## src/rtl/l2_ctrl_if.sv

```systemverilog
// Bundle of control, fill and window-scan signals between l2_ctrl and its surroundings.
// slave is the controller side; master is the driver of start/clr/in_vld/win_rdy.
interface l2_ctrl_if #(
    parameter int unsigned AW = 7
) ();
    logic          start;
    logic          clr;
    logic          in_vld;
    logic          in_rdy;
    logic          wr;
    logic [AW-1:0] addr_wr;
    logic          rd;
    logic [AW-1:0] addr_rd;
    logic          win_vld;
    logic          win_rdy;
    logic [3:0]    win_row;
    logic [3:0]    win_col;
    logic          busy;
    logic          done;

    modport master (
        output start, clr, in_vld, win_rdy,
        input  in_rdy, wr, addr_wr, rd, addr_rd, win_vld, win_row, win_col, busy, done
    );

    modport slave (
        input  start, clr, in_vld, win_rdy,
        output in_rdy, wr, addr_wr, rd, addr_rd, win_vld, win_row, win_col, busy, done
    );
endinterface

```

## src/rtl/l2_ctrl.sv

```systemverilog
// Fills a MAP_W x MAP_H sample buffer, then scans it with a 2x2 window.
// A window is named by its bottom-right tap; the other taps are at -1, -MAP_W and -MAP_W-1.
module l2_ctrl #(
    parameter int unsigned MAP_W  = 11,
    parameter int unsigned MAP_H  = 11,
    parameter int unsigned STRIDE = 1,
    parameter int unsigned AW     = 7
) (
    input  logic     clk,
    input  logic     rst_n,
    l2_ctrl_if.slave bus
);
    localparam logic [AW-1:0] LastWrAddr  = AW'(MAP_W * MAP_H - 1);
    localparam logic [AW-1:0] FirstAnchor = AW'(MAP_W + 1);
    localparam int unsigned   RowLastI    = 1 + ((MAP_H - 2) / STRIDE) * STRIDE;
    localparam int unsigned   ColLastI    = 1 + ((MAP_W - 2) / STRIDE) * STRIDE;
    localparam logic [3:0]    RowLast     = 4'(RowLastI);
    localparam logic [3:0]    ColLast     = 4'(ColLastI);
    localparam logic [4:0]    ColMax      = 5'(MAP_W - 1);

    typedef enum logic [1:0] {StIdle, StFill, StScan} state_e;

    state_e        r_state;
    logic          r_in_rdy;
    logic          r_win_vld;
    logic          r_busy;
    logic          r_done;
    logic [AW-1:0] r_wcnt;
    logic [AW-1:0] r_addr_rd;
    logic [3:0]    r_row;
    logic [3:0]    r_col;

    logic [4:0]    w_col_sum;
    logic          w_col_wrap;
    logic [3:0]    w_col_nxt;
    logic [3:0]    w_row_nxt;
    logic [AW-1:0] w_addr_nxt;
    logic          w_last_win;

    always_comb begin
        w_col_sum  = {1'b0, r_col} + 5'(STRIDE);
        w_col_wrap = (w_col_sum > ColMax);
        w_col_nxt  = w_col_wrap ? 4'd1 : w_col_sum[3:0];
        w_row_nxt  = w_col_wrap ? (r_row + 4'(STRIDE)) : r_row;
        w_addr_nxt = AW'(32'(w_row_nxt) * MAP_W + 32'(w_col_nxt));
        w_last_win = (r_row == RowLast) && (r_col == ColLast);
    end

    always_ff @(posedge clk or negedge rst_n) begin
        if (!rst_n) begin
            r_state   <= StIdle;
            r_in_rdy  <= 1'b0;
            r_win_vld <= 1'b0;
            r_busy    <= 1'b0;
            r_done    <= 1'b0;
            r_wcnt    <= '0;
            r_addr_rd <= '0;
            r_row     <= '0;
            r_col     <= '0;
        end else begin
            r_done <= 1'b0;
            // clr overrides start and both handshakes
            if (bus.clr) begin
                r_state   <= StIdle;
                r_in_rdy  <= 1'b0;
                r_win_vld <= 1'b0;
                r_busy    <= 1'b0;
                r_wcnt    <= '0;
                r_addr_rd <= '0;
                r_row     <= '0;
                r_col     <= '0;
            end else begin
                unique case (r_state)
                    StIdle: begin
                        if (bus.start) begin
                            r_state  <= StFill;
                            r_in_rdy <= 1'b1;
                            r_busy   <= 1'b1;
                            r_wcnt   <= '0;
                        end
                    end
                    StFill: begin
                        if (bus.in_vld) begin
                            if (r_wcnt == LastWrAddr) begin
                                r_state   <= StScan;
                                r_in_rdy  <= 1'b0;
                                r_win_vld <= 1'b1;
                                r_wcnt    <= '0;
                                r_row     <= 4'd1;
                                r_col     <= 4'd1;
                                r_addr_rd <= FirstAnchor;
                            end else begin
                                r_wcnt <= r_wcnt + 1'b1;
                            end
                        end
                    end
                    StScan: begin
                        if (bus.win_rdy) begin
                            if (w_last_win) begin
                                r_state   <= StIdle;
                                r_win_vld <= 1'b0;
                                r_busy    <= 1'b0;
                                r_done    <= 1'b1;
                                r_row     <= '0;
                                r_col     <= '0;
                                r_addr_rd <= '0;
                            end else begin
                                r_row     <= w_row_nxt;
                                r_col     <= w_col_nxt;
                                r_addr_rd <= w_addr_nxt;
                            end
                        end
                    end
                    default: begin
                        r_state   <= StIdle;
                        r_in_rdy  <= 1'b0;
                        r_win_vld <= 1'b0;
                        r_busy    <= 1'b0;
                    end
                endcase
            end
        end
    end

    assign bus.in_rdy  = r_in_rdy;
    assign bus.wr      = bus.in_vld & r_in_rdy;
    assign bus.addr_wr = r_wcnt;
    assign bus.rd      = r_win_vld;
    assign bus.win_vld = r_win_vld;
    assign bus.addr_rd = r_addr_rd;
    assign bus.win_row = r_row;
    assign bus.win_col = r_col;
    assign bus.busy    = r_busy;
    assign bus.done    = r_done;
endmodule

```

## src/flat_wrapper.sv

```systemverilog
// flat-port wrapper written by rule: the top's interface ports become plain ports
module l2_ctrl_flat 
#(
    parameter int unsigned MAP_W  = 11,
    parameter int unsigned MAP_H  = 11,
    parameter int unsigned STRIDE = 1,
    parameter int unsigned AW     = 7
)
  (clk, rst_n, bus_start, bus_clr, bus_in_vld, bus_win_rdy, bus_in_rdy, bus_wr, bus_addr_wr, bus_rd, bus_addr_rd, bus_win_vld, bus_win_row, bus_win_col, bus_busy, bus_done);
  l2_ctrl_if #(.AW(AW)) bus_i ();
  input  logic clk;
  input  logic rst_n;
  input wire logic [$bits(bus_i.start)-1:0] bus_start;
  input wire logic [$bits(bus_i.clr)-1:0] bus_clr;
  input wire logic [$bits(bus_i.in_vld)-1:0] bus_in_vld;
  input wire logic [$bits(bus_i.win_rdy)-1:0] bus_win_rdy;
  output wire logic [$bits(bus_i.in_rdy)-1:0] bus_in_rdy;
  output wire logic [$bits(bus_i.wr)-1:0] bus_wr;
  output wire logic [$bits(bus_i.addr_wr)-1:0] bus_addr_wr;
  output wire logic [$bits(bus_i.rd)-1:0] bus_rd;
  output wire logic [$bits(bus_i.addr_rd)-1:0] bus_addr_rd;
  output wire logic [$bits(bus_i.win_vld)-1:0] bus_win_vld;
  output wire logic [$bits(bus_i.win_row)-1:0] bus_win_row;
  output wire logic [$bits(bus_i.win_col)-1:0] bus_win_col;
  output wire logic [$bits(bus_i.busy)-1:0] bus_busy;
  output wire logic [$bits(bus_i.done)-1:0] bus_done;
  assign bus_i.start = bus_start;
  assign bus_i.clr = bus_clr;
  assign bus_i.in_vld = bus_in_vld;
  assign bus_i.win_rdy = bus_win_rdy;
  assign bus_in_rdy = bus_i.in_rdy;
  assign bus_wr = bus_i.wr;
  assign bus_addr_wr = bus_i.addr_wr;
  assign bus_rd = bus_i.rd;
  assign bus_addr_rd = bus_i.addr_rd;
  assign bus_win_vld = bus_i.win_vld;
  assign bus_win_row = bus_i.win_row;
  assign bus_win_col = bus_i.win_col;
  assign bus_busy = bus_i.busy;
  assign bus_done = bus_i.done;
  l2_ctrl #(.MAP_W(MAP_W), .MAP_H(MAP_H), .STRIDE(STRIDE), .AW(AW)) u_core (.clk(clk), .rst_n(rst_n), .bus(bus_i));
endmodule
```

## config.mk

```make
export PLATFORM = sky130hd
export DESIGN_NAME = l2_ctrl_flat
export DESIGN_NICKNAME = d
export VERILOG_FILES = /design/src/rtl/l2_ctrl_if.sv /design/src/rtl/l2_ctrl.sv /design/src/flat_wrapper.sv
export SDC_FILE = /design/constraint.sdc
export NUM_CORES = 1
export LEC_CHECK = 0
export BUFFER_PORTS_ARGS = -buffer_cell sky130_fd_sc_hd__buf_2
export CAP_MARGIN = 20
export CORE_ASPECT_RATIO = 0.8
export CORE_MARGIN = 4
export CORE_UTILIZATION = 45
export CTS_CLUSTER_DIAMETER = 150
export DETAILED_ROUTE_END_ITERATION = 7
export HOLD_SLACK_MARGIN = 0.05
export PLACE_DENSITY_LB_ADDON = 0.12
export SYNTH_ARGS = -nofsm -noshare
export SYNTH_HDL_FRONTEND = slang
export SYNTH_SLANG_ARGS = --single-unit
```

## constraint.sdc

```tcl
create_clock -name clk -period 10.9 [get_ports clk]
set_input_delay 2.725 -clock clk [delete_from_list [all_inputs] [get_ports clk]]
set_output_delay 2.725 -clock clk [all_outputs]
set_load 0.1 [all_outputs]
```

==> results.md, run 1 <==
- Number of antenna-violating nets in the routed design: 0
- Average vias per placed instance: 5.284
- Classification of the worst-slack hold path: reg -> reg
- Number of distinct library cells after synthesis: 47
- Clock tree from TritonCTS: built
- Number of antenna violations at the first check in global routing: 0
- CP Launch Type: input port
- Number of nets produced by synthesis: 240
- Placer Congestion: 0.7909
- Cell Int Power: ~170 uW
- Number of global-route vias before repair: 1,549
- Crit path DAT: between 3000 and 4000 ps
- Synthesized flop and latch total: 28
- Final setup TNS: 0 ps
- Slew @ Worst Pin: 830.1 ps
- Count of buffers inserted at the top-level ports: 33
- Total placed instance area: 2235 um^2
- Worst-case clock skew: 8.799 ps
- Post-CTS Hold Buffers: 0
- Part of the power in combinational logic: about a fifth
- Summed instance area of the synthesized netlist: between 2000 and 2500 um^2
- Start-to-end type of the worst setup path: in -> out
- Share of layout cells above drive strength 1: 21.34%
- Share of async-settable or async-resettable flops after synthesis: 100.0%
- Number of synthesized flops with an enable pin: 0
- WL final: 4196 um
- Largest area contributor in the netlist: dfrtp_1
- # H-tree levels: 1
- Count of cells resized by post-cts repair: 0
- Clock insertion delay at the later pin of the skew report: about 280 ps
- Cell row count: 21
- Leakage power: 0.001200 uW
- Sequential group share of total power: 45.4%
- Max-Cap Viols: 0
- Setup repair after global routing missed its margin: no
- Capturing element type of the critical path: primary output
- Top_reg_cell synth: dfrtp_1
- Die span in x: 83.45 um
- Filler Cells Inserted: 407
- Finish-stage setup viols: 0
- CTS sink count: 28
- Area of the placeable core: 4283 um^2
- Number of pins exceeding their max-slew limit in the final report: 0
- Clock share of power: about a third
- Outcome: finished clean
- Power per Cell Area: between 100 and 150 nW/um^2
- Post-CTS setup buffers: 0
- Largest net degree at the start of global routing: 29
- Clock transition at path regs: approximately 90 ps
- Worst EP required: 8180 ps
- Worst slew margin relative to its limit: 44.48%
- Launching instance or port of the critical path: bus_in_vld
- Drt first pass iters: 4
- Portion of synthesized cell area occupied by the leading cell type: 34.19%
- Post-layout net count: 271
- Total number of yosys warnings: 0
- Number of antenna diodes: 0
- Most frequent cells in the layout: buf_2, dfrtp_1, ha_1
- Synth Area per Inst: 9.806 um^2
- Highest clock rate: approximately 160 MHz
- CTS max path bufs: 2
- Number of placed I/O pins: 34
- Placed wire-length estimate after detailed placement: 3209 um
- Inserted Clock Buffers: 3
- Count of final hold-check violations: 0
- Iteration-0 DRC Markers: 67
- Post-detailed-route wirelength per cell: between 10 and 15 um
- Die Area: 5705 um^2
- Switching power as a share of total power: 30.93%
- Highest ir drop seen on vdd: around 0.000074 V
- Congestion Overflow GR: 0
- Buffer cell driving the clock tree root: clkbuf_8
- FF/Latch Area: between 700 and 800 um^2
- Final design area excluding fillers: 2306 um^2
- Area used by multi-input combinational logic: 1241 um^2
- Aggregate global-route resource usage: 16.07%
- Reg-to-reg startpoint: u_core.bus.win_col[0]
- Starting Density: between 40% and 50%
- Die H: 68.36 um
- Most common cell after layout, fill and taps aside: buf_2
- First-pass GRT wire length: 7272 um
- DR vias: 1,564
- Proportion of synthesized chip area in sequential cells: between 30% and 40%
- Worst hold path startpoint: u_core.bus.addr_rd[3]
- Leading post-synthesis cells by cell area: dfrtp_1, ha_1, nor2_1, nand2_1, a21oi_1
- Maximum fanout encountered on the critical timing path: 4
- Synthesized netlist cell count: 209
- Number of remaining DRC errors: 0
- Net Sw Power: approximately 75 uW
- Synth-to-layout area growth: 12.52%
- Fin crit share: 55.99%
- Clock period minus final worst setup slack: a little over 6000 ps
## cell type report
cell class / instances / area share [%]
clock buffer: 3 / 1.791
clock inverter: 1 / 1.302
inverter: 15 / 2.442
multi-input combinational: 159 / 53.83
sequential: 28 / 30.39
tap: 57 / 3.093
timing repair buffer: 33 / 7.162
## final timing paths
kind / to / slack, ps / cells after the start
setup / recovery: bus_wr / 4800 / 3
hold / removal: u_core.bus.addr_rd[3] / 490 / 2
setup reg to reg: u_core.bus.addr_rd[6] / 6310 / 18
hold reg to reg: u_core.bus.addr_rd[3] / 490 / 2
max in group asynchronous: u_core.r_state[0] / 8030 / 1
min in group asynchronous: u_core.bus.win_col[0] / 2460 / 1
## routing by layer
layer | vias up | track usage, % | wire length (um)
li1 | 790 | - | -
met1 | 742 | 22.38 | 2184
met2 | 27 | 25.60 | 1821
met3 | 5 | 3.851 | 162
met4 | 0 | 3.815 | 27
met5 | - | 0 | 0
## state kept, by name, indices dropped and copies added (netlist names)
name,cells
u_core.bus.addr_rd,7
u_core.bus.rd,1
u_core.bus.done,1
u_core.r_state,2
u_core.bus.busy,1
u_core.bus.win_col,4
u_core.bus.addr_wr,7
u_core.bus.in_rdy,1
u_core.bus.win_row,4
## power by group through the flow
| stage | clock (uW) | sequential (uW) | combinational (uW) |
|---|---|---|---|
| after floorplan | 0 | 130 | 21.7 |
| after global placement | 0 | 112 | 49.7 |
| after detailed placement | 0 | 112 | 50.3 |
| after CTS | 85.3 | 110 | 50.5 |
| after global routing | 90.3 | 111 | 54.3 |
| final | 82.5 | 110 | 49.8 |
## cell families after synthesis
| logic type | count (synthesis) | synth area share, % |
|---|---|---|
| buffers and inverters | 22 | 5.250 |
| flip-flops | 28 | 34.19 |
| AO/OA/AOI/OAI | 51 | 19.47 |
| multiplexers | 2 | 0.9768 |
| XOR/XNOR | 15 | 7.326 |
| adder cells (fa/ha/maj) | 25 | 16.36 |
| AND/OR/NAND/NOR | 66 | 16.42 |
## through the flow
stage	hold WS [ps]	total power [uW]	utilization (%)	std cells	worst slack, ps
final	489.7	242.5	53.84	296	4797
after global routing	534.6	255.4	53.84	296	4770
after CTS	496.4	246.0	53.84	296	4795
after detailed placement	463.1	162.6	52.18	292	4796
after global placement	462.7	162.0	52.18	292	4824
after floorplan	626.1	151.4	-	209	4716
## cells in the mapped netlist (3+ instances only)
master,n
o21ai_1,5
a22o_1,5
o21ai_0,6
o21bai_1,3
nor2_1,21
nand3_1,4
fa_1,3
nand4_1,6
dfrtp_1,28
a21oi_1,13
nand2_1,19
o31ai_1,6
xor2_1,7
xnor2_1,7
inv_1,15
ha_1,22
## worst max-delay path: stages
cell and delay (ps):
buf_2 110, and2_1 120, buf_2 420
Power figures use the tool's default switching activity.
==> run 2: changes to the inputs <==
- ABC_AREA: not set -> 1
- clock period: 10.9 -> 5.1 ns (I/O delays scaled with it)
==> results.md, run 2 <==
- Outcome: finished clean
- Post-detailed-route wirelength per cell: 12.02 um (-15%)
- Crit path DAT: 4170 ps (+790 ps)
- Highest ir drop seen on vdd: 0.0003754 V (+410%)
- # H-tree levels: 1 (unchanged)
- Cell count of the worst hold path: 2 (unchanged)
- Worst Setup Slack, final: 1148 ps (-3649 ps)
- Max-Cap Viols: 0 (unchanged)
- PnR Total Power: 1091 uW (+350%)
- Buffer cell driving the clock tree root: clkbuf_8
- Capturing element type of the critical path: register
- Proportion of synthesized chip area in sequential cells: 35.18% (+0.99 points)
- Worst slew margin relative to its limit: 46.85% (+2.4 points)
- CTS max path bufs: 2 (unchanged)
- Top-count cell post-synth: nand2_1
- Number of global-route vias before repair: 1,500 (-3.2%)
- Congestion Overflow GR: 0 (unchanged)
- Worst hold path startpoint: u_core.bus.busy
- Number of antenna-violating nets in the routed design: 0 (unchanged)
- Starting Density: 47.09% (-0.77 points)
- Combinational family with the most area after synthesis: simple AND/OR/NAND/NOR gates
- Die span in x: 82.39 um (-1.3%)
- Largest area contributor in the netlist: dfrtp_1
- Delay contributed by the slowest stage of the critical path: 530 ps (+110 ps)
- Slowest stage cell, crit path: fa_1
- CP Launch Type: register
- Largest net degree at the start of global routing: 29 (unchanged)
- Count of final hold-check violations: 0 (unchanged)
- Placed wire-length estimate after detailed placement: 3259 um (+1.5%)
- Start-to-end type of the worst setup path: reg -> reg
- Leading post-synthesis cells by cell area: dfrtp_1, ha_1, nand2_1, inv_1, nand3_1
- Post-CTS setup buffers: 0 (unchanged)
- Placer Congestion: 0.8337 (+5.4%)
- Summed instance area of the synthesized netlist: 1992 um^2 (-2.8%)
- Synth-to-layout area growth: 12.44% (about the same)
- Finish-stage setup viols: 0 (unchanged)
- Number of synthesized flops with an enable pin: 0 (unchanged)
- Worst slack at placement: 1170 ps (-3626 ps)
- Reg-to-reg startpoint: u_core.bus.win_col[0]
- Final setup TNS: 0 ps (unchanged)
- Average vias per placed instance: 4.813 (-8.9%)
- Share of layout cells above drive strength 1: 17.89% (-3.4 points)
- Clock period minus final worst setup slack: 3952 ps
- Inserted Clock Buffers: 3 (unchanged)
- Slack of the worst reg-to-reg path: 1150 ps (-5160 ps)
- Number of remaining DRC errors: 0 (unchanged)
- First-pass GRT wire length: 7010 um (-3.6%)
- Chain of cells forming the critical path: inv_1, ha_1, inv_1, nand2_1, nand3_1, nand2_2, nand2_4, nand2_1, xor2_1, ha_1, ha_1, inv_1, fa_1, inv_1, ha_1, nand3_1, nand3_1, nand2_1, nand2_1, a21oi_1, inv_1, nand3_1, nand3_1, nand2_1
- Number of distinct library cells after synthesis: 29 (-38%)
- Clock insertion delay at the later pin of the skew report: 270 ps (about the same)
- Total number of yosys warnings: 0 (unchanged)
- DR vias: 1,646 (+5.2%)
- Number of nets produced by synthesis: 283 (+18%)
- Number of pins exceeding their max-slew limit in the final report: 0 (unchanged)
- Slew @ Worst Pin: 797.2 ps (-32.88 ps)
- Drt first pass iters: 4 (unchanged)
- Highest clock rate: 253.0 MHz
- Die H: 67.51 um (-1.3%)
- Post-layout net count: 318 (+17%)
- Number of antenna violations at the first check in global routing: 0 (unchanged)
- Most common cell after layout, fill and taps aside: nand2_1
- Number of placed I/O pins: 34 (unchanged)
- Iteration-0 DRC Markers: 67 (unchanged)
- Classification of the worst-slack hold path: reg -> reg
- Maximum fanout encountered on the critical timing path: 7 (+3)
- CTS sink count: 28 (unchanged)
- Number of antenna diodes: 0 (unchanged)
- Top cell types by occurrence after synthesis: nand2_1, inv_1, dfrtp_1, ha_1, nand3_1
- R2r endpoint: u_core.bus.addr_rd[6]
- Share of async-settable or async-resettable flops after synthesis: 100.0% (unchanged)
- Clock transition at path regs: 90 ps (about the same)
- Worst-case clock skew: 3.577 ps (-5.222 ps)
- Final core utilization: 52.94% (-0.90 points)
- Synth Area per Inst: 7.904 um^2 (-19%)
- Aggregate global-route resource usage: 16.57% (+0.50 points)
- Area of the placeable core: 4230 um^2 (-1.2%)
- Count of buffers inserted at the top-level ports: 33 (unchanged)
- Worst EP required: 5320 ps (-2860 ps)
- Cell row count: 21 (unchanged)
- Clock tree from TritonCTS: built
- Complex-gate fraction of the synthesized area: 9.925% (-9.6 points)
- Xor and xnor area share after synthesis: 3.078% (-4.2 points)
- Fin crit share: 77.50%
- Most frequent cells in the layout: nand2_1, inv_1, buf_2
- Setup repair after global routing missed its margin: no
- Count of cells resized by post-cts repair: 0 (unchanged)
- Top_reg_cell synth: dfrtp_1
- Synthesized netlist cell count: 252 (+21%)
- Portion of synthesized cell area occupied by the leading cell type: 35.18% (+0.99 points)
- WL final: 4112 um (-2.0%)
- Post-synthesis simple-gate area fraction: 23.93% (+7.5 points)
- Worst min-delay path endpoint: u_core.bus.busy
- Synthesized flop and latch total: 28 (unchanged)
- Logic depth of the worst register-to-register path: 24 (+6)
- Power per Cell Area: 487.2 nW/um^2 (+360%)
- Die Area: 5561 um^2 (-2.5%)
- Leakage power: 0.001291 uW (+7.6%)
- Multiplexer fraction of the synthesized cell area: 0% (-0.98 points)
- Post-CTS Hold Buffers: 0 (unchanged)
- Post-synthesis adder-cell area fraction: 16.83% (+0.47 points)
run 2: changes by cell type in the layout (fill, tap and decap cells not counted), moves of 4 or more:
cell	before	now
o31ai_1	6	0
inv_1	15	46
nand3_1	4	18
nor2_1	21	13
a21oi_1	13	9
xnor2_1	7	3
nand2_1	19	60
run 2: worst max path at each step:
stage	endpoint	from
2_1_floorplan	u_core.bus.addr_rd[6]	u_core.bus.win_col[0]
3_3_place_gp	u_core.bus.addr_rd[6]	u_core.bus.win_col[0]
3_5_place_dp	u_core.bus.addr_rd[6]	u_core.bus.win_col[0]
4_1_cts	u_core.bus.addr_rd[6]	u_core.bus.win_col[0]
5_1_grt	u_core.bus.addr_rd[6]	u_core.bus.win_col[0]
6_report	u_core.bus.addr_rd[6]	u_core.bus.win_col[0]
run 2: where the power goes:
part,internal (uW),total [uW],switching [uW],leakage [uW]
Combinational,134,668,534,0.000891
Clock,53.0,120,66.6,0.0000216
Sequential,265,304,38.3,0.000378
run 2: cell families (layout without fill, tap and decap cells):
kind of cell               after synthesis  after routing
and+or+nand+nor                        106            106
buffers and inverters                   53             86
AOI/OAI and AO/OA                       33             33
DFF                                     28             28
adders and majority gates               25             25
xor gates and xnor gates                 7              7
run 2: through the flow:
| step | hold slack, ps | instance area [um^2] | cells |
|---|---|---|---|
| global route | 528.2 | 2240 | 342 |
| global placement | 458.5 | 2198 | 339 |
| floorplan | 553.1 | 1992 | 252 |
| CTS | 483.9 | 2240 | 342 |
| detailed placement | 460.7 | 2198 | 339 |
| finish | 480.1 | 2240 | 342 |
run 2: cell type report:
type	instances	area, um^2
Sequential cell	28	700.7
Timing Repair Buffer	33	165.2
Clock buffer	3	41.29
Fill cell	423	1991
Inverter	50	190.2
Multi-Input combinational cell	171	1071
Tap cell	57	71.32
run 2: per-layer routing:
layer	global-route usage, %	routed length [um]
met2	23.90	1643
met1	25.48	2223
met4	3.112	24
met3	3.333	221
met5	0	0
run 2: worst max-delay path, delay by kind of cell, from the launching register on:
family | cells | cell delay [ps]
flops | 1 | 460
compound gates | 1 | 160
buf+inv | 5 | 280
xor+xnor | 1 | 310
fa+ha+maj | 5 | 1740
simple gates | 12 | 940
==> run 3: changes to the inputs <==
- clock period: 5.1 -> 3.7 ns (I/O delays scaled with it)
==> results.md, run 3 (same netlist as run 2, synthesis figures left out) <==
- Starting Density: 47.09% (unchanged)
- Max-Cap Viols: 0 (unchanged)
- Final standard cell count with taps included and fillers excluded: 346 (+1.2%)
- Setup repair after global routing missed its margin: yes
- Kind of cell adding the most delay to the critical path: adder cells
- Fin crit share: 95.60% (+18 points)
- Share of layout cells above drive strength 1: 25.95% (+8.1 points)
- Die span in x: 82.39 um (unchanged)
- Highest ir drop seen on vdd: 0.0004827 V (+29%)
- Buffers & Inverters on Critical Path: 4 (-1)
- Cell row count: 21 (unchanged)
- R2r endpoint: u_core.bus.addr_rd[6]
- Outcome: finished clean
- Congestion Overflow GR: 0 (unchanged)
- Number of antenna-violating nets in the routed design: 0 (unchanged)
- Delay contributed by the slowest stage of the critical path: 530 ps (about the same)
- Slack of the worst reg-to-reg path: 160 ps (-980 ps)
- Clock tree from TritonCTS: built
- Worst EP required: 3870 ps (-1450 ps)
- CTS max path bufs: 2 (unchanged)
- Most frequent cells in the layout: nand2_1, inv_1, buf_2
- Placer Congestion: 0.8226 (-1.3%)
- Maximum fanout encountered on the critical timing path: 6 (-1)
- # H-tree levels: 1 (unchanged)
- Cell count of the worst hold path: 2 (unchanged)
- Slew @ Worst Pin: 784.2 ps (-13.04 ps)
- Most common cell after layout, fill and taps aside: nand2_1
- Number of global-route vias before repair: 1,561 (+4.1%)
- Leakage power: 0.001343 uW (+4.0%)
- Count of buffers inserted at the top-level ports: 33 (unchanged)
- Largest net degree at the start of global routing: 29 (unchanged)
- Clock transition at path regs: 90 ps (about the same)
- Iteration-0 DRC Markers: 89 (+33%)
- Post-detailed-route wirelength per cell: 12.51 um (+4.0%)
- Cell count after placement: 340 (+0.29%)
- DR vias: 1,685 (+2.4%)
- Crit path DAT: 3710 ps (-460 ps)
- Die H: 67.51 um (unchanged)
- Classification of the worst-slack hold path: reg -> reg
- Worst min-delay path endpoint: u_core.bus.busy
- Die Area: 5561 um^2 (unchanged)
- Number of antenna diodes: 0 (unchanged)
- Slowest stage cell, crit path: dfrtp_4
- Area of the placeable core: 4230 um^2 (unchanged)
- Clock insertion delay at the later pin of the skew report: 270 ps (about the same)
- Drt first pass iters: 4 (unchanged)
- Number of placed I/O pins: 34 (unchanged)
- Number of remaining DRC errors: 0 (unchanged)
- Worst slew margin relative to its limit: 47.72% (+0.87 points)
- Number of pins exceeding their max-slew limit in the final report: 0 (unchanged)
- Finish-stage setup viols: 0 (unchanged)
- Worst hold path startpoint: u_core.bus.busy
- Placed wire-length estimate after detailed placement: 3411 um (+4.7%)
- Clock period minus final worst setup slack: 3537 ps (-415.0 ps)
- First-pass GRT wire length: 7231 um (+3.2%)
- CTS sink count: 28 (unchanged)
- CP Launch Type: register
- Average vias per placed instance: 4.870 (+1.2%)
- Final design area excluding fillers: 2377 um^2 (+6.1%)
- Count of final hold-check violations: 0 (unchanged)
- Worst-case clock skew: 2.325 ps (-1.252 ps)
- WL final: 4327 um (+5.2%)
- Highest clock rate: 282.7 MHz (+12%)
- Post-layout net count: 321 (+0.94%)
- Power per Cell Area: 665.7 nW/um^2 (+37%)
- Synth-to-layout area growth: 19.35%
- Start-to-end type of the worst setup path: reg -> reg
- Chain of cells forming the critical path: ha_4, inv_2, nand2_2, nand3_2, nand2_4, nand2_8, nand2_4, xor2_2, ha_1, ha_1, inv_2, fa_1, inv_2, ha_4, nand3_2, nand3_2, nand2_1, nand2_1, a21oi_2, inv_1, nand3_1, nand3_1, nand2_1
- Number of antenna violations at the first check in global routing: 0 (unchanged)
- Aggregate global-route resource usage: 17.04% (+0.47 points)
- Capturing element type of the critical path: register
- Logic depth of the worst register-to-register path: 23 (-4.2%)
- Inserted Clock Buffers: 3 (unchanged)
- Total placed instance area: 2255 um^2 (+2.6%)
- Buffer cell driving the clock tree root: clkbuf_8
- Reg-to-reg startpoint: u_core.bus.win_col[1]
-- run 3: routing by layer --
metal	GRT usage [%]	part of all wire, %	vias to the layer above
met2	25.30	42	28
met5	0	0	-
met1	25.93	53	784
met4	1.867	0.23	0
li1	-	-	871
met3	3.733	4.4	2
-- run 3: repair_timing --
item,4_1_cts,5_1_grt
hold endpoints to repair,0,0
hold buffers,0,0
setup buffers,0,2
setup endpoints to repair,0,2
gates resized for setup,0,15
-- run 3: worst reg2reg max path: stages, from the launching register on --
cell and delay (ps):
dfrtp_4 530, ha_4 280, inv_2 30, nand2_2 40
nand3_2 80, nand2_4 110, nand2_8 90, nand2_4 100
xor2_2 160, ha_1 250, ha_1 290, inv_2 40
fa_1 520, inv_2 50, ha_4 280, nand3_2 70
nand3_2 90, nand2_1 60, nand2_1 80, a21oi_2 60
inv_1 50, nand3_1 70, nand3_1 70, nand2_1 50
-- run 3: worst max-delay path by stage --
stage,start,to,depth (start not counted)
floorplan,u_core.bus.win_col[0],u_core.bus.addr_rd[6],24
global placement,u_core.bus.win_col[0],u_core.bus.addr_rd[6],24
detailed placement,u_core.bus.win_col[0],u_core.bus.addr_rd[6],24
CTS,u_core.bus.win_col[0],u_core.bus.addr_rd[6],23
global route,u_core.bus.win_col[1],u_core.bus.addr_rd[6],23
finish,u_core.bus.win_col[1],u_core.bus.addr_rd[6],23
-- run 3: stage by stage --
step	power [uW]	TNS (ps)	setup WS (ps)	util, %	hold slack (ps)
final	1583	0	162.8	56.20	473.4
after CTS	1542	0	17.31	54.36	479.0
after floorplan	1216	0	3.334	-	553.1
after global routing	1703	-15.22	-15.22	56.20	498.0
after detailed placement	1364	0	60.78	53.30	456.7
after global placement	1362	0	141.7	53.30	453.5
-- run 3: layout make-up --
class / instances / area, um^2
tap: 57 / 71.32
fill: 406 / 1853
inverter: 50 / 192.7
timing repair buffer: 36 / 187.7
multi-input combinational: 171 / 1170
sequential: 28 / 710.7
clock buffer: 4 / 45.04
-- run 3: report_power, final --
group,switching [uW],internal [uW]
Clock,92.0,77.2
Sequential,63.3,371
Combinational,760,219
